**src/rtl/note_sequencer_pkg.sv**
```systemverilog
// note_seq_pkg: shared word layout, FSM state codes and note constants for the note sequencer
package note_seq_pkg;
  localparam int DEF_IDX_W = 6;
  localparam int DEF_NOTE_W = 4;
  localparam int DEF_DUR_W = 4;
  localparam int WORD_W = 1 + DEF_NOTE_W + DEF_DUR_W;
  localparam int LAST_BIT = DEF_NOTE_W + DEF_DUR_W;
  localparam int NOTE_LSB = DEF_DUR_W;
  localparam int DUR_LSB = 0;
  localparam logic [2:0] S_IDLE = 3'd0;
  localparam logic [2:0] S_FETCH = 3'd1;
  localparam logic [2:0] S_LOAD = 3'd2;
  localparam logic [2:0] S_PLAY = 3'd3;
  localparam logic [2:0] S_DONE = 3'd4;
  localparam logic [DEF_NOTE_W-1:0] NOTE_REST = '0;
endpackage

```
**src/rtl/note_sequencer_if.sv**
```systemverilog
// note_sequencer_if: control, song-memory and tone-output signals of the note sequencer
interface note_sequencer_if
  import note_seq_pkg::*;
#(
  parameter int IDX_W = DEF_IDX_W,
  parameter int NOTE_W = DEF_NOTE_W,
  parameter int DUR_W = DEF_DUR_W
);
  logic [1:0] select;
  logic start;
  logic enable;
  logic tick;
  logic [IDX_W+1:0] mem_addr;
  logic [NOTE_W+DUR_W:0] mem_rdata;
  logic [NOTE_W-1:0] note_out;
  logic note_valid;
  logic song_done;
  modport master (
    output select, start, enable, tick, mem_rdata,
    input mem_addr, note_out, note_valid, song_done
  );
  modport slave (
    input select, start, enable, tick, mem_rdata,
    output mem_addr, note_out, note_valid, song_done
  );
endinterface

```
**src/rtl/note_sequencer_duration_counter.sv**
```systemverilog
// duration_counter: loadable down-counter; zero_o flags the decrement that brings the count to zero
module duration_counter #(
  parameter int W = 4
) (
  input  logic         clk,
  input  logic         reset_n,
  input  logic         load_i,
  input  logic         dec_i,
  input  logic [W-1:0] val_i,
  output logic         zero_o
);
  logic [W-1:0] cnt_q, cnt_d;
  assign cnt_d = load_i ? val_i : (dec_i && cnt_q != '0) ? cnt_q - 1'b1 : cnt_q;
  assign zero_o = dec_i && cnt_q == W'(1);
  // count register: load wins over decrement, never underflows
  always_ff @(posedge clk or negedge reset_n) begin
    if (!reset_n) cnt_q <= '0;
    else cnt_q <= cnt_d;
  end
endmodule

```
**src/rtl/note_sequencer.sv**
```systemverilog
// note_sequencer: walks the selected song in memory, holding each note for its duration in tempo ticks
module note_sequencer
  import note_seq_pkg::*;
#(
  parameter int IDX_W = DEF_IDX_W,
  parameter int NOTE_W = DEF_NOTE_W,
  parameter int DUR_W = DEF_DUR_W,
  parameter bit LOOP = 1'b1
) (
  input logic            clk,
  input logic            reset_n,
  note_sequencer_if.slave bus
);
  logic [2:0] state_q, state_d;
  logic [1:0] song_q, song_d;
  logic [IDX_W-1:0] idx_q, idx_d;
  logic [NOTE_W-1:0] note_q, note_d;
  logic last_q, last_d;
  logic w_last;
  logic [NOTE_W-1:0] w_note;
  logic [DUR_W-1:0] w_dur;
  logic step, note_end;
  assign {w_last, w_note, w_dur} = bus.mem_rdata;
  assign step = state_q == S_PLAY && bus.tick && bus.enable;
  assign bus.mem_addr = {song_q, idx_q};
  assign bus.note_out = note_q;
  assign bus.note_valid = state_q == S_PLAY && bus.enable && note_q != NOTE_REST;
  assign bus.song_done = state_q == S_DONE && !bus.start;
  duration_counter #(.W(DUR_W)) u_dur (
    .clk    (clk),
    .reset_n(reset_n),
    .load_i (state_q == S_LOAD && !bus.start),
    .dec_i  (step),
    .val_i  (w_dur),
    .zero_o (note_end)
  );
  // next state: start overrides everything, otherwise fetch/load/play/done sequencing
  always_comb begin
    state_d = state_q;
    song_d = song_q;
    idx_d = idx_q;
    note_d = note_q;
    last_d = last_q;
    if (bus.start) begin
      song_d = bus.select;
      idx_d = '0;
      state_d = S_FETCH;
    end else begin
      case (state_q)
        S_FETCH: state_d = S_LOAD;
        S_LOAD: begin
          note_d = w_note;
          last_d = w_last;
          state_d = w_dur == '0 ? S_DONE : S_PLAY;
        end
        S_PLAY: if (note_end) begin
          state_d = (last_q || idx_q == '1) ? S_DONE : S_FETCH;
          idx_d = (last_q || idx_q == '1) ? idx_q : idx_q + 1'b1;
        end
        S_DONE: begin
          state_d = LOOP ? S_FETCH : S_IDLE;
          idx_d = LOOP ? '0 : idx_q;
        end
        default: state_d = S_IDLE;
      endcase
    end
  end
  // state and song registers
  always_ff @(posedge clk or negedge reset_n) begin
    if (!reset_n) begin
      state_q <= S_IDLE;
      song_q <= '0;
      idx_q <= '0;
      note_q <= '0;
      last_q <= 1'b0;
    end else begin
      state_q <= state_d;
      song_q <= song_d;
      idx_q <= idx_d;
      note_q <= note_d;
      last_q <= last_d;
    end
  end
endmodule

```
**src/flat_wrapper.sv**
```systemverilog
// flat-port wrapper written by rule: the top's interface ports become plain ports
module note_sequencer_flat import note_seq_pkg::*;
#(
  parameter int IDX_W = DEF_IDX_W,
  parameter int NOTE_W = DEF_NOTE_W,
  parameter int DUR_W = DEF_DUR_W,
  parameter bit LOOP = 1'b1
)
  (clk, reset_n, bus_select, bus_start, bus_enable, bus_tick, bus_mem_rdata, bus_mem_addr, bus_note_out, bus_note_valid, bus_song_done);
  note_sequencer_if #(.IDX_W(IDX_W), .NOTE_W(NOTE_W), .DUR_W(DUR_W)) bus_i ();
  input logic clk;
  input logic reset_n;
  input wire logic [$bits(bus_i.select)-1:0] bus_select;
  input wire logic [$bits(bus_i.start)-1:0] bus_start;
  input wire logic [$bits(bus_i.enable)-1:0] bus_enable;
  input wire logic [$bits(bus_i.tick)-1:0] bus_tick;
  input wire logic [$bits(bus_i.mem_rdata)-1:0] bus_mem_rdata;
  output wire logic [$bits(bus_i.mem_addr)-1:0] bus_mem_addr;
  output wire logic [$bits(bus_i.note_out)-1:0] bus_note_out;
  output wire logic [$bits(bus_i.note_valid)-1:0] bus_note_valid;
  output wire logic [$bits(bus_i.song_done)-1:0] bus_song_done;
  assign bus_i.select = bus_select;
  assign bus_i.start = bus_start;
  assign bus_i.enable = bus_enable;
  assign bus_i.tick = bus_tick;
  assign bus_i.mem_rdata = bus_mem_rdata;
  assign bus_mem_addr = bus_i.mem_addr;
  assign bus_note_out = bus_i.note_out;
  assign bus_note_valid = bus_i.note_valid;
  assign bus_song_done = bus_i.song_done;
  note_sequencer #(.IDX_W(IDX_W), .NOTE_W(NOTE_W), .DUR_W(DUR_W), .LOOP(LOOP)) u_core (.clk(clk), .reset_n(reset_n), .bus(bus_i));
endmodule
```
**config.mk**
```make
export PLATFORM = sky130hd
export DESIGN_NAME = note_sequencer_flat
export DESIGN_NICKNAME = d
export VERILOG_FILES = /design/src/rtl/note_sequencer_pkg.sv /design/src/rtl/note_sequencer_if.sv /design/src/rtl/note_sequencer_duration_counter.sv /design/src/rtl/note_sequencer.sv /design/src/flat_wrapper.sv
export SDC_FILE = /design/constraint.sdc
export NUM_CORES = 1
export LEC_CHECK = 0
export ABC_AREA = 1
export CORE_MARGIN = 5
export CORE_UTILIZATION = 40
export CTS_CLUSTER_SIZE = 20
export DETAILED_ROUTE_END_ITERATION = 10
export PLACE_DENSITY = 0.72
export SLEW_MARGIN = 15
export SYNTH_ARGS = -nofsm -noshare
export SYNTH_HDL_FRONTEND = slang
export SYNTH_HIERARCHICAL = 1
export SYNTH_SLANG_ARGS = --single-unit
```
**constraint.sdc**
```tcl
create_clock -name clk -period 1.8 [get_ports clk]
set_clock_uncertainty 0.15 [all_clocks]
set_input_delay 0.45 -clock clk [delete_from_list [all_inputs] [get_ports clk]]
set_output_delay 0.45 -clock clk [all_outputs]
set_load 0.02 [all_outputs]
```
# Word-level counts from Yosys, hierarchy flattened
# Index checks and enable logic that the tools add are counted.
# op_classes
add_sub_neg	2
n_eq_ne	8
n_mux	11
bitwise	1
n_reduce_logical	17
# op_table
operator	count
6-bit two-way mux	3
3-bit two-way mux	4
3-bit one-hot mux with 4 select lines	1
6-bit one-hot mux with 2 select lines	1
1-bit logical AND	8
4-bit two-way mux	2
4-bit nonzero test	2
6-bit by 1-bit adder with 6-bit output, second input constant	1
3-bit by 2-bit == test with 1-bit output, second input constant	2
6-bit == test, second input constant	1
4-bit by 1-bit == test with 1-bit output, second input constant	1
4-bit logical NOT	1
4-bit by 1-bit subtractor with 4-bit output, second input constant	1
3-bit by 1-bit == test with 1-bit output, second input constant	1
3-bit == test, second input constant	1
3-bit by 2-bit inequality test with 1-bit output, second input constant	1
3-bit inequality test, second input constant	1
3-bit AND reduction	1
3-bit nonzero test	1
2-bit AND reduction	1
2-bit nonzero test	1
1-bit logical NOT	1
1-bit logical OR	1
1-bit NOT	1
# totals
ff_bits	20
elab_cells	45

# Depth between registers and ports, before layout
# Gate-level depths: netlist (run 1).
# depth
word_depth	7
ltp_mapped	12
ltp_nobuf	12

# Cells and area by module
# The synthesis (run 1) kept the hierarchy.
# by_module_without_submodules
mod	instances	cells_each	area_per_inst_um2	seq_area_each_um2
note_sequencer	1	129	950.9	400.4
duration_counter	1	40	282.8	100.1

# Worst setup path before layout (run 1)
# No wires, ideal clock.
# synth_timing
path_kind	flip-flop to flip-flop
from	reg u_core.state_q[2]
to	reg u_core.idx_q[2]
arrival_time_ps	1478
slack_ps	107
stages_incl_launch_ff	13
path_buffers	0
cell_sequence	dfrtp_1 inv_2 nand3_4 inv_1 nand2_1 nor2_1 and3_2 nor2_4 nor2_2 nand2_2 nand2_2 nand2_1 nand2_1
# synth_between
elab_chain_len	6
word_cells_on_any_way	11
# synth_rtl
element	line	rtl
start, declared	note_sequencer.sv:14	logic [2:0] state_q, state_d;
start signal, assigned	note_sequencer.sv:77	state_q <= state_d;
3-bit by 2-bit == test with 1-bit output	note_sequencer.sv:24	assign step = state_q == S_PLAY && bus.tick && bus.enable;
1-bit logical AND (2 in a row)	note_sequencer.sv:24	
named net u_core.step	note_sequencer.sv:22	logic step, note_end;
1-bit logical AND	note_sequencer_duration_counter.sv:14	assign zero_o = dec_i && cnt_q == W'(1);
named net u_core.note_end	note_sequencer.sv:22	
3-bit by 2-bit inequality test with 1-bit output (no source line)	-	
3-bit AND reduction (no source line)	-	
end signal, assigned	note_sequencer.sv:79	idx_q <= idx_d;
end, declared	note_sequencer.sv:16	logic [IDX_W-1:0] idx_q, idx_d;
# The timed path passes the listed nets, and every way through them passes these cells.
# A chain may end at the register's enable or synchronous reset.

# Final worst setup path (run 1)
# layout_timing
from	reg u_core.note_q[1], in the netlist u_core/bus.note_out[1]
to	out bus_note_valid
# layout_between
elab_chain_len	2
# layout_rtl
element	line	rtl
start, declared	note_sequencer.sv:17	logic [NOTE_W-1:0] note_q, note_d;
start signal, assigned	note_sequencer.sv:80	note_q <= note_d;
4-bit nonzero test	note_sequencer.sv:27	assign bus.note_valid = state_q == S_PLAY && bus.enable && note_q != NOTE_REST;
1-bit logical AND	note_sequencer.sv:27	
end, declared	flat_wrapper.sv:20	output wire logic [$bits(bus_i.note_valid)-1:0] bus_note_valid;
# Every way passes these cells.

==> results of run 1 <==
[worst max-delay path: cells and delay by family (launching register included)]
family	cells	cell delay, ns
simple gates	2	0.35
flops	1	0.40
buf+inv	1	0.16
[stage by stage]
| step | hold slack (ns) | setup slack [ns] | TNS, ns | cell area, um2 | total power, mW |
|---|---|---|---|---|---|
| 6_report | 0.329 | -0.0126 | -0.0126 | 1880 | 2.32 |
| 5_1_grt | 0.338 | -0.0795 | -0.286 | 1880 | 2.51 |
| 4_1_cts | 0.321 | -0.0371 | -0.0678 | 1790 | 2.23 |
| 3_5_place_dp | 0.311 | -0.478 | -3.89 | 1740 | 1.97 |
| 3_3_place_gp | 0.306 | -0.468 | -3.47 | 1740 | 1.92 |
| 2_1_floorplan | 0.00441 | 0.107 | 0 | 1230 | 1.42 |
[registers in the layout (all words and copies together) (netlist names)]
name                 count
u_core/idx_q             6
u_core/bus.note_out      4
u_core/u_dur/cnt_q       4
u_core/state_q           3
u_core/song_q            2
u_core/last_q            1
[cell usage in the layout (no fill, tap or decap), drive strengths merged]
cell type / instances
o21bai: 1
clkdlybuf4s15: 2
a21oi: 1
nand2: 73
inv: 17
nor4: 2
a21boi: 1
nor3: 4
dlygate4sd2: 10
nor2: 17
nand4: 2
ha: 3
or2: 2
clkdlybuf4s50: 15
buf: 32
o21ai: 7
and3: 1
o211ai: 1
dfrtp: 20
clkbuf: 4
nand3: 16
[cell type report]
| cell class | count | area share, % |
|---|---|---|
| Clock buffer | 4 | 1.93 |
| Inverter | 17 | 3.53 |
| Multi-Input combinational cell | 131 | 38.3 |
| Sequential cell | 20 | 26.7 |
| Tap cell | 33 | 2.20 |
| Timing Repair Buffer | 59 | 27.3 |
[timing repair]
| item | in CTS | in global routing |
|---|---|---|
| endpoints found under the setup margin | 20 | 11 |
| pin swaps | 2 | 7 |
| gates resized for setup | 28 | 14 |
| buffers inserted | 2 | 5 |
[logic make-up (layout without fill, tap and decap cells)]
group	after synthesis	after routing
compound gates	11	11
fa+ha+maj	3	3
buf+inv	18	80
flops	20	20
simple gates	117	117
[report_power, final]
group,switching (mW),internal (mW),total [mW]
combinational,0.709,0.620,1.33
sequential,0.130,0.599,0.729
clock,0.141,0.123,0.265
[routing by layer]
metal  global-route usage (%)  up-vias  wire length [um]
met5                        0        -                 0
met4                     7.51        0                53
met3                     2.56        6               181
met2                     29.7       43              1710
met1                     16.8      625              1240
li1                         -      663                 -
[final timing paths]
check / endpoint / from
max: bus_note_valid / u_core/bus.note_out[1]
min: u_core/song_q[1] / reset_n
max reg2reg: u_core/idx_q[2] / u_core/state_q[2]
min reg2reg: u_core/last_q / u_core/last_q
max in group asynchronous: u_core/state_q[1] / reset_n
min in group clk: u_core/last_q / u_core/last_q
==> flow_metrics.env, run 1 <==
export IMPL_result_of_the_run="finished, violations left"
export IMPL_failed_checks="setup timing"
export IMPL_synth_simple_gate_area_share_pct=44.9
export IMPL_synth_cells_most_frequent="66 x sky130_fd_sc_hd__nand2_1, 20 x sky130_fd_sc_hd__dfrtp_1, 14 x sky130_fd_sc_hd__nor2_1"
export IMPL_yosysSeqAreaShare_pct=40.6
export IMPL_post_cts_hold_buffer_count=0
export IMPL_endpoint_kind="output pin"
export IMPL_wirelength_um=3180
export IMPL_synth_seq_cells=20
export IMPL_synth_cell_area_um2=1230
export IMPL_cts_clk_slew_worst_paths_ns=0.11
export IMPL_data_arrival_at_the_endpoint_of_the_critical_path_ns=1.21
export IMPL_core_footprint_um2=3000
export IMPL_power_density_nw_per_um2=1240
export IMPL_antenna_found_initial=0
export IMPL_dr_first_iter_drc_count=125
export IMPL_synth_largest_type_area_fraction_pct=40.6
export IMPL_setup_worst_path_start_class="flop"
export IMPL_synth_top_family_by_area="simple AND/OR/NAND/NOR gates"
export IMPL_post_drt_via_cell_ratio=5.06
export IMPL_cts_tree="built"
export IMPL_synth_xor_area_share_pct=0
export IMPL_final_max_slew_violation_count=0
export IMPL_dp_hpwl_um=2400
export IMPL_min_path_type="input port to asynchronous set/reset pin"
export IMPL_leakagePower_nw=0.988
export IMPL_clkSinkCount=20
export IMPL_crit_path_cell_trace="nor4_1 -> nor2_1 -> buf_4"
export IMPL_firstDrtPassIters=4
export IMPL_fmaxAchievable_mhz=552
export IMPL_slew_of_the_pin_with_the_lowest_slew_margin_ns=0.271
export IMPL_die_h_um=65.5
export IMPL_number_of_global_route_vias_before_repair=1269
export IMPL_layout_core_utilization_pct=62.6
export IMPL_placed_instance_count=254
export IMPL_fp_dieW_um=65.5
export IMPL_ant_nets=0
export IMPL_r2r_slack_ns=0.06
export IMPL_final_hold_violations=0
export IMPL_postSynthNetCount=188
export IMPL_route_detailed_wl_per_inst_um=12.0
export IMPL_global_route_wire_length_before_repair_um=5240
export IMPL_num_vias=1337
export IMPL_cp_required_ns=1.20
export IMPL_r2r_cells=13
export IMPL_final_cells=264
export IMPL_maxCapViolations=0
export IMPL_grt_overflow_total=0
export IMPL_area_growth_pct=52.4
export IMPL_num_rows=20
export IMPL_gpl_final_weighted_congestion=0.876
export IMPL_ff_latch_area_um2=503
export IMPL_grt_setup_unrepaired="yes"
export IMPL_largest_net_degree_at_the_start_of_global_routing=21
export IMPL_critical_path_slowest_cell="sky130_fd_sc_hd__dfrtp_1"
export IMPL_crit_fanout=2
export IMPL_count_of_boundary_i_o_pins=30
export IMPL_multi_input_comb_area_um2=719
export IMPL_detail_route_drc_violations=0
export IMPL_vdd_drop_max_mv=0.700
export IMPL_synth_compound_gate_area_share_pct=5.68
export IMPL_synth_most_common_cell="sky130_fd_sc_hd__nand2_1"
export IMPL_synth_edf_count=0
export IMPL_layout_fillers=264
export IMPL_layout_nets=251
export IMPL_synth_top_area_cell="sky130_fd_sc_hd__dfrtp_1"
export IMPL_max_slew_margin_rel_pct=81.9
export IMPL_synth_mux_area_fraction_pct=0
export IMPL_gr_usage_all_layers_pct=15.8
export IMPL_final_period_utilization_pct=101
export IMPL_final_setup_viol_count=1
export IMPL_setup_ws_ns=-0.0126
export IMPL_worstSetupPathType="flop to output pin"
export IMPL_period_minus_slack_ns=1.81
export IMPL_cts_htree_levels=1
export IMPL_antenna_diode_count=0
export IMPL_synth_warnings=6
export IMPL_synthFlopType="sky130_fd_sc_hd__dfrtp_1"
export IMPL_floorplan_initialDensity_pct=41.1
export IMPL_cts_buffer_depth=2
export IMPL_synthCells=169
export IMPL_ys_types=29
export IMPL_final_layout_size_suffix_gt1_share_pct=30.3
export IMPL_cts_buffers_inserted=3
export IMPL_crit_path_max_incr_delay_ns=0.40
export IMPL_synth_area_top_cells="sky130_fd_sc_hd__dfrtp_1 41%, sky130_fd_sc_hd__nand2_1 20%, sky130_fd_sc_hd__nand3_1 5.3%"
export IMPL_synth_adder_area_share_pct=3.04
export IMPL_ctsRootBufferMaster="sky130_fd_sc_hd__clkbuf_4"
export IMPL_floorplan_die_area_um2=4290
export IMPL_worst_skew_pair_late_latency_ns=0.30
export IMPL_post_synth_cell_area_avg_um2=7.30
export IMPL_buffer_ports_inserted=29
export IMPL_ys_async_sr_fraction_pct=100
(Power assumes the default switching activity.)
==> run 2, diff against run 1 <==
--- a/config.mk
+++ b/config.mk
@@ -16,3 +16,4 @@
 export SYNTH_HDL_FRONTEND = slang
 export SYNTH_HIERARCHICAL = 1
 export SYNTH_SLANG_ARGS = --single-unit
+export TNS_END_PERCENT = 100
==> constraint.sdc (replaced) <==
create_clock -name clk -period 1.8 [get_ports clk]
set_clock_uncertainty 0.15 [all_clocks]
set_input_delay 0.45 -clock clk [delete_from_list [all_inputs] [get_ports clk]]
set_output_delay 0.45 -clock clk [all_outputs]
set_load 0.1 [all_outputs]
==> run 2 against run 1 <==
The flow still finishes with violations (setup timing). Highest routed layer unchanged. Clock power grew 44%. Non-clock buffer count shrank 8. Largest cell class unchanged. Register-to-register slack lost 0.03 ns. Critical path depth increased by 1. Global-route usage is 1.8 points higher. Sequential share of layout area decreased by 0.89 points. Via count shrank 2.6%.
==> flow_metrics.env, run 2 (synthesis gave the netlist of run 1 again) <==
export IMPL_result_of_the_run="finished, violations left"
export IMPL_failed_checks="setup timing"
export IMPL_leakagePower_nw=0.971
export IMPL_firstDrtPassIters=4
export IMPL_max_slew_margin_rel_pct=82.5
export IMPL_data_arrival_at_the_endpoint_of_the_critical_path_ns=1.32
export IMPL_antenna_diode_count=0
export IMPL_mostFrequentLayoutCell="sky130_fd_sc_hd__nand2_1"
export IMPL_gr_usage_all_layers_pct=17.5
export IMPL_post_drt_via_cell_ratio=5.09
export IMPL_final_max_slew_violation_count=0
export IMPL_r2r_cells=12
export IMPL_dr_first_iter_drc_count=82
export IMPL_global_route_wire_length_before_repair_um=5800
export IMPL_number_of_global_route_vias_before_repair=1339
export IMPL_final_period_utilization_pct=107
export IMPL_r2r_slack_ns=0.03
export IMPL_route_detailed_wl_per_inst_um=13.4
export IMPL_grt_overflow_total=0
export IMPL_crit_path_cell_trace="nor4_2 -> buf_4 -> nor2_4 -> buf_12"
export IMPL_die_h_um=65.5
export IMPL_maxCapViolations=0
export IMPL_cts_htree_levels=1
export IMPL_detail_route_drc_violations=0
export IMPL_clkSinkCount=20
export IMPL_layout_cells_most_common_list="64 x sky130_fd_sc_hd__nand2_1, 20 x sky130_fd_sc_hd__buf_4, 15 x sky130_fd_sc_hd__clkdlybuf4s50_1, 15 x sky130_fd_sc_hd__buf_12, 13 x sky130_fd_sc_hd__nand3_1"
export IMPL_critical_path_slowest_cell="sky130_fd_sc_hd__dfrtp_2"
export IMPL_grt_setup_unrepaired="yes"
export IMPL_floorplan_die_area_um2=4290
export IMPL_worstSetupPathType="flop to output pin"
export IMPL_ctsRootBufferMaster="sky130_fd_sc_hd__clkbuf_4"
export IMPL_cts_clk_slew_worst_paths_ns=0.13
export IMPL_floorplan_initialDensity_pct=41.1
export IMPL_min_path_type="input port to asynchronous set/reset pin"
export IMPL_fmaxAchievable_mhz=520
export IMPL_layout_nets=243
export IMPL_wirelength_um=3430
export IMPL_fp_dieW_um=65.5
export IMPL_largest_net_degree_at_the_start_of_global_routing=21
export IMPL_period_minus_slack_ns=1.92
export IMPL_crit_path_max_incr_delay_ns=0.42
export IMPL_setup_worst_path_start_class="flop"
export IMPL_setup_ws_ns=-0.124
export IMPL_power_density_nw_per_um2=1570
export IMPL_antenna_found_initial=0
export IMPL_gpl_final_weighted_congestion=0.912
export IMPL_largest_reg_flops=6
export IMPL_cts_tree="built"
export IMPL_cts_buffer_depth=2
export IMPL_num_rows=20
export IMPL_final_setup_viol_count=2
export IMPL_count_of_boundary_i_o_pins=30
export IMPL_slew_of_the_pin_with_the_lowest_slew_margin_ns=0.262
export IMPL_cp_required_ns=1.20
export IMPL_num_vias=1302
export IMPL_regMostFlops="u_core/idx_q"
export IMPL_worst_hold_slack_after_final_layout_ns=0.297
export IMPL_final_hold_violations=0
export IMPL_crit_fanout=2
export IMPL_final_layout_size_suffix_gt1_share_pct=37.7
export IMPL_vdd_drop_max_mv=1.14
export IMPL_power_mw=3.17
export IMPL_worst_skew_pair_late_latency_ns=0.32
export IMPL_buffer_ports_inserted=29
export IMPL_dp_hpwl_um=2690
export IMPL_core_footprint_um2=3000
export IMPL_endpoint_kind="output pin"
export IMPL_layout_fillers=228
export IMPL_cts_buffers_inserted=3
export IMPL_ant_nets=0
export IMPL_area_growth_pct=63.2
==> run 2: cell types whose count changed in the layout (fill, tap and decap cells not counted), sizes merged <==
| cell | delta |
|---|---|
| bufinv | +1 |
| dlygate4sd2 | -10 |
| clkdlybuf4s15 | -2 |
| clkbuf | -1 |
| buf | +4 |
==> run 2: final cells by class <==
type / count / area [um2] / share of cell area [%]
sequential: 20 / 520 / 25.9
inverter: 17 / 68.8 / 3.42
clock buffer: 3 / 22.5 / 1.12
multi-input combinational: 131 / 718 / 35.7
tap: 33 / 41.3 / 2.05
timing repair buffer: 51 / 612 / 30.4
clock inverter: 1 / 30.0 / 1.49
==> run 2: layer usage <==
layer / global-route usage [%] / vias up / wire length (um)
li1: - / 647 / -
met1: 19.0 / 604 / 1310
met2: 32.2 / 44 / 1860
met3: 2.56 / 7 / 180
met4: 9.59 / 0 / 82
met5: 0 / - / 0
==> run 2: power breakdown <==
part           total, mW  switching (mW)  internal, mW  leakage [nW]
combinational       1.96            1.17         0.792         0.704
clock              0.382           0.156         0.225        0.0279
sequential         0.829           0.208         0.621         0.239
total               3.17            1.53          1.64         0.971
==> run 2: critical path: cells and delay by family, from the launching register on <==
kind,cells,cell delay [ns]
buffers and inverters,2,0.30
flip-flops,1,0.42
AND/OR/NAND/NOR,2,0.29
==> run 2: worst paths after layout <==
kind / startpoint / to
worst max register to register: u_core/state_q[2] / u_core/idx_q[4]
worst min-delay path: reset_n / u_core/u_dur/cnt_q[0]
worst min register to register: u_core/last_q / u_core/last_q
max in group asynchronous: reset_n / u_core/bus.note_out[0]
worst max-delay path: u_core/bus.note_out[2] / bus_note_valid
min in group clk: u_core/last_q / u_core/last_q
==> run 2: stage by stage <==
step           worst slack (ns)  TNS (ns)  util, %  instances  area (um2)
2_1_floorplan            -0.139    -0.139        -        169        1270
3_3_place_gp             -0.208     -2.31     61.9        245        1860
3_5_place_dp             -0.258     -3.07     61.9        245        1860
4_1_cts                  -0.155    -0.281     65.7        254        1970
5_1_grt                  -0.184    -0.819     67.0        256        2010
6_report                 -0.124    -0.225     67.0        256        2010
==> run 2: repair_timing <==
item                                    CTS  global route
setup buffers                             5             3
endpoints found under the setup margin    7            11
gates resized for setup                   8             7
hold buffers                              0             0
pin swaps                                 2             7
==> edit 1, RTL diff (flow settings as in run 1) <==
`LOOP` is set to 1'b1 in 2 places; all go to 1'b0.
--- a/src/rtl/note_sequencer.sv
+++ b/src/rtl/note_sequencer.sv
@@ -6,5 +6,5 @@
   parameter int NOTE_W = DEF_NOTE_W,
   parameter int DUR_W = DEF_DUR_W,
-  parameter bit LOOP = 1'b1
+  parameter bit LOOP = 1'b0
 ) (
   input logic            clk,
--- a/src/flat_wrapper.sv
+++ b/src/flat_wrapper.sv
@@ -5,5 +5,5 @@
   parameter int NOTE_W = DEF_NOTE_W,
   parameter int DUR_W = DEF_DUR_W,
-  parameter bit LOOP = 1'b1
+  parameter bit LOOP = 1'b0
 )
   (clk, reset_n, bus_select, bus_start, bus_enable, bus_tick, bus_mem_rdata, bus_mem_addr, bus_note_out, bus_note_valid, bus_song_done);
Behaviour: not the same (Yosys sat finds a counterexample within 10 cycles, from zero or initial values and one cycle with reset_n low).
==> edit 1 against run 1 <==
- the run still ends with setup timing left
- utilization down 1.8 points
- routed wire length down 10%
- total power down 17%
- final area down 10%
- non-clock buffer count down 8
- critical path depth unchanged
- synthesized cell count down 6.5%
- sequential cell count unchanged
- area after synthesis down 5.6%
- final cell count down 8.3%
- sequential share of layout area up 2.8 points
- setup slack worse by 36 ps
- global-route usage down 0.69 points
- first-iteration DRC count down 57%
- highest routed layer unchanged
==> edit 1: results (changes against run 1) <==
metric;value;unit;change
initial drt markers;54;;-57%
reg2reg setup slack;80;ps;+20 ps
H-Tree Depth;1;;unchanged
post-synthesis xor/xnor area fraction;0.752;%;+0.75 points
Compound-Gate Fraction of Synth Area;4.19;%;-1.5 points
Synth top cells by count;60 x nand2_1, 20 x dfrtp_1, 16 x nand3_1, 14 x nor2_1, 13 x inv_1;;
Yosys cell types;26;;-10%
first-pass GRT wire length;5.03;mm;-4.0%
ratio of cells with drive above 1 in the final layout;24.6;%;-5.7 points
Tot GR Track Use;15.1;%;-0.69 points
worst min-delay path category;input port to async pin;;
worst reg2reg startpoint;u_core/state_q[0];;
Largest register FFs;6;;unchanged
drt wl/cell;11.8;µm;-1.9%
hpwl dp;2.17;mm;-9.5%
Vias;1200;;-10%
Pint;1150;µW;-14%
worst-path fanout max;2;;unchanged
VDD IR-drop max;0.802;mV;+15%
n_diodes;0;;unchanged
sequential element share of the synthesized area;43.0;%;+2.4 points
area post-placement;1610;µm²;-7.5%
max_slew headroom;82.8;%;+0.92 points
Ys Warns;6;;unchanged
top cells by area, synth;dfrtp_1 43%, nand2_1 19%, nand3_1 6.9%;;
status;finished with violations;;
number of global-route vias before repair;1167;;-8.0%
met3 Usage GRT;3.33;%;+0.76 points
DP Worst Slack;-640;ps;-162 ps
Hold WS;326;ps;-3.32 ps
Pre-antenna DRT Iters;6;;+2
failing checks;setup timing;;
met2 track demand over resource;24.1;%;-5.6 points
Placer Congestion;0.782;;-11%
largest net degree at the start of global routing;21;;unchanged
post-synth net total;177;;-5.9%
asr flop ratio synth;100;%;unchanged
register share of total power;36.2;%;+4.8 points
Setup crit end;bus_song_done;;
P_seq;695;µW;-4.7%
WL met3;191;µm;+5.5%
setup ws final;-49.0;ps;-36.4 ps
reg2reg path depth;10;;-3
met1 WL;1.27;mm;+2.7%
# nets final;231;;-8.0%
Met2 Routed Length;1.35;mm;-21%
met1 GRT Util;19.3;%;+2.5 points
Comb power;958;µW;-28%
sequential cell area;500;µm²;-0.50%
crit path from;u_core/state_q[1];;
Synth Area in Adders;3.22;%;+0.18 points
Fillers;268;;+1.5%
Leak;0.000878;µW;-11%
CP arrival;1250;ps;+40 ps
final setup vio count;2;;+1
total CTS buffers;3;;unchanged
## edit 1: cell types whose count changed after synthesis, moves of 2 or more
cell	run 1	this run
nand2_1	66	60
a21oi_1	1	3
nand3_2	2	0
nor3_1	3	1
o21ai_1	4	1
nand3_1	13	16
inv_2	6	3
o21ai_0	2	4
inv_1	10	13
nand2_2	7	4
## edit 1: per-stage QoR
step           instances  TNS (ps)
5_1_grt              242      -225
3_3_place_gp         233     -4400
4_1_cts              240      -107
3_5_place_dp         233     -4830
6_report             242     -86.3
2_1_floorplan        158         0
## edit 1: worst max-delay path, cell delays in order (launching register included)
cell and delay [ps]:
dfrtp_1 420, buf_6 120, nor4_2 230, buf_4 180
## edit 1: layout make-up
cell class              count  share of cell area, %
flip-flops and latches     20                   29.6
clock buffers               4                   2.14
multi-input cells         120                   37.3
inverters                  16                   3.70
well taps                  31                   2.29
repair buffers             51                   25.1
## edit 1: timing repair
action,in CTS,in global routing
pin swaps,2,5
setup buffers,3,2
resized for setup,25,18
setup endpoints to repair,15,18
==> edit 2, RTL diff (settings of run 1) <==
Without the edit above. Reset style: synchronous (`reset_n`), changed in 2 clocked blocks.
--- a/src/rtl/note_sequencer_duration_counter.sv
+++ b/src/rtl/note_sequencer_duration_counter.sv
@@ -14,5 +14,5 @@
   assign zero_o = dec_i && cnt_q == W'(1);
   // count register: load wins over decrement, never underflows
-  always_ff @(posedge clk or negedge reset_n) begin
+  always_ff @(posedge clk) begin
     if (!reset_n) cnt_q <= '0;
     else cnt_q <= cnt_d;
--- a/src/rtl/note_sequencer.sv
+++ b/src/rtl/note_sequencer.sv
@@ -67,5 +67,5 @@
   end
   // state and song registers
-  always_ff @(posedge clk or negedge reset_n) begin
+  always_ff @(posedge clk) begin
     if (!reset_n) begin
       state_q <= S_IDLE;
Function: differs if reset_n is asserted again (counterexample within 4 cycles, from zero or initial values and one cycle with reset_n low); with reset_n held inactive, the same outputs for 10 cycles.
==> edit 2 against run 1 <==
- global-route usage is 0.87 points lower
- final area is 8.3% lower
- area after synthesis is 7.4% lower
- via count is 2.8% lower
- routed wire length is 4.0% lower
- sequential cell count stayed put
- setup slack better by 40 ps
- maximum frequency is 2.3% higher
Power is not compared: it rests on default switching activity, and its combinational part moved more than twofold at a synthesized area within 25%.
==> edit 2: results (changes against run 1) <==
metric;value;unit;change
status;completed;;
first-pass GRT wire length;5.04;mm;-3.7%
Placer Congestion;0.860;;-1.8%
Synth top cells by count;39 x nand2_1, 35 x nor2_1, 20 x dfxtp_1, 16 x inv_1, 14 x nand3_1;;
hpwl dp;2.39;mm;-0.41%
area post-placement;1630;µm²;-6.5%
H-Tree Depth;1;;unchanged
ratio of cells with drive above 1 in the final layout;24.6;%;-5.7 points
worst min-delay path category;register to register;;
DP Worst Slack;-471;ps;+6.89 ps
final WL;3.05;mm;-4.0%
Post-Layout Cell Count;259;;-1.9%
CP arrival;1170;ps;-40 ps
Ys Warns;6;;unchanged
number of global-route vias before repair;1282;;+1.0%
asr flop ratio synth;0;%;-100 points
Via density;5.02;;-0.89%
initial drt markers;82;;-34%
worst-path fanout max;5;;+3
Tot GR Track Use;14.9;%;-0.87 points
Synth Flop Type;dfxtp_1;;
actual slew at the worst max-slew pin;218;ps;-53.8 ps
sequential element share of the synthesized area;35.0;%;-5.5 points
Yosys cell types;27;;-6.9%
post-synth net total;192;;+2.1%
P_sw;217;µW;
Root Driver;clkbuf_4;;
Pre-antenna DRT Iters;5;;+1
largest net degree at the start of global routing;12;;-43%
Mapped Cells;173;;+2.4%
top cells by area, synth;dfxtp_1 35%, nand2_1 13%, nor2_1 12%;;
edit 2: cell types whose count changed in the layout (fill, tap and decap cells not counted), sizes merged, moves of 4 or more:
cell	delta
dfrtp	-20
o21ai	+4
a21oi	+9
nor2	+19
buf	-7
dfxtp	+20
nand2	-30
edit 2: metal layers:
metal | global-route usage [%] | up-vias | share of wire [%]
met1 | 16.4 | 592 | 40
met4 | 5.19 | 0 | 0.69
met3 | 2.84 | 2 | 4.7
li1 | - | 670 | -
met5 | 0 | - | 0
met2 | 27.8 | 36 | 54
edit 2: kinds of logic (layout without fill, tap and decap cells):
family | Yosys count | in the layout | share of synthesized area [%]
DFF | 20 | 20 | 35.0
and+or+nand+nor | 105 | 105 | 41.1
buffers and inverters | 20 | 75 | 7.23
adders and majority gates | 3 | 3 | 3.29
AOI/OAI and AO/OA | 25 | 25 | 13.4
edit 2: path summary, 6_finish.rpt:
kind | start | end | slack [ps] | cells past startpoint
setup / recovery | u_core/state_q[0] | bus_song_done | 30 | 4
hold / removal | u_core/song_q[0] | u_core/song_q[0] | 360 | 2
hold reg to reg | u_core/song_q[0] | u_core/song_q[0] | 360 | 2
setup reg to reg | u_core/state_q[2] | u_core/idx_q[0] | 90 | 11
edit 2: through the flow:
stage                     setup TNS, ps  hold WS (ps)  utilization (%)  power (µW)
after floorplan                       0           291                -         532
after global placement            -5080           307             59.0         605
after detailed placement          -5590           344             59.0         610
after CTS                          -157           357             60.1         867
after global routing               -172           386             62.6         910
final                                 0           357             62.6         866
edit 2: area by class of cell:
cell class | instances | area (µm²)
sequential | 20 | 409
fill | 258 | 1030
multi-input combinational | 133 | 712
clock buffer | 4 | 36.3
tap | 31 | 38.8
inverter | 19 | 76.3
timing repair buffer | 52 | 453
edit 2: repair_timing:
action                                  CTS  global route
setup buffers                             1             0
endpoints found under the setup margin   20            14
pin swaps                                 1             7
resized for setup                        23            23
cloned                                    0             0
edit 2: power groups by stage:
stage / Clock [µW] / Sequential [µW] / Combinational [µW]
floorplan: 0 / 480 / 52.6
global placement: 0 / 473 / 132
detailed placement: 0 / 474 / 136
CTS: 270 / 464 / 133
global route: 291 / 468 / 151
finish: 263 / 465 / 138
edit 2: critical path, cell delays in order, from the launching register on:
cell and delay [ps]:
dfxtp_4 390, nor3_4 200, inv_2 50, nor2_1 80, buf_4 140
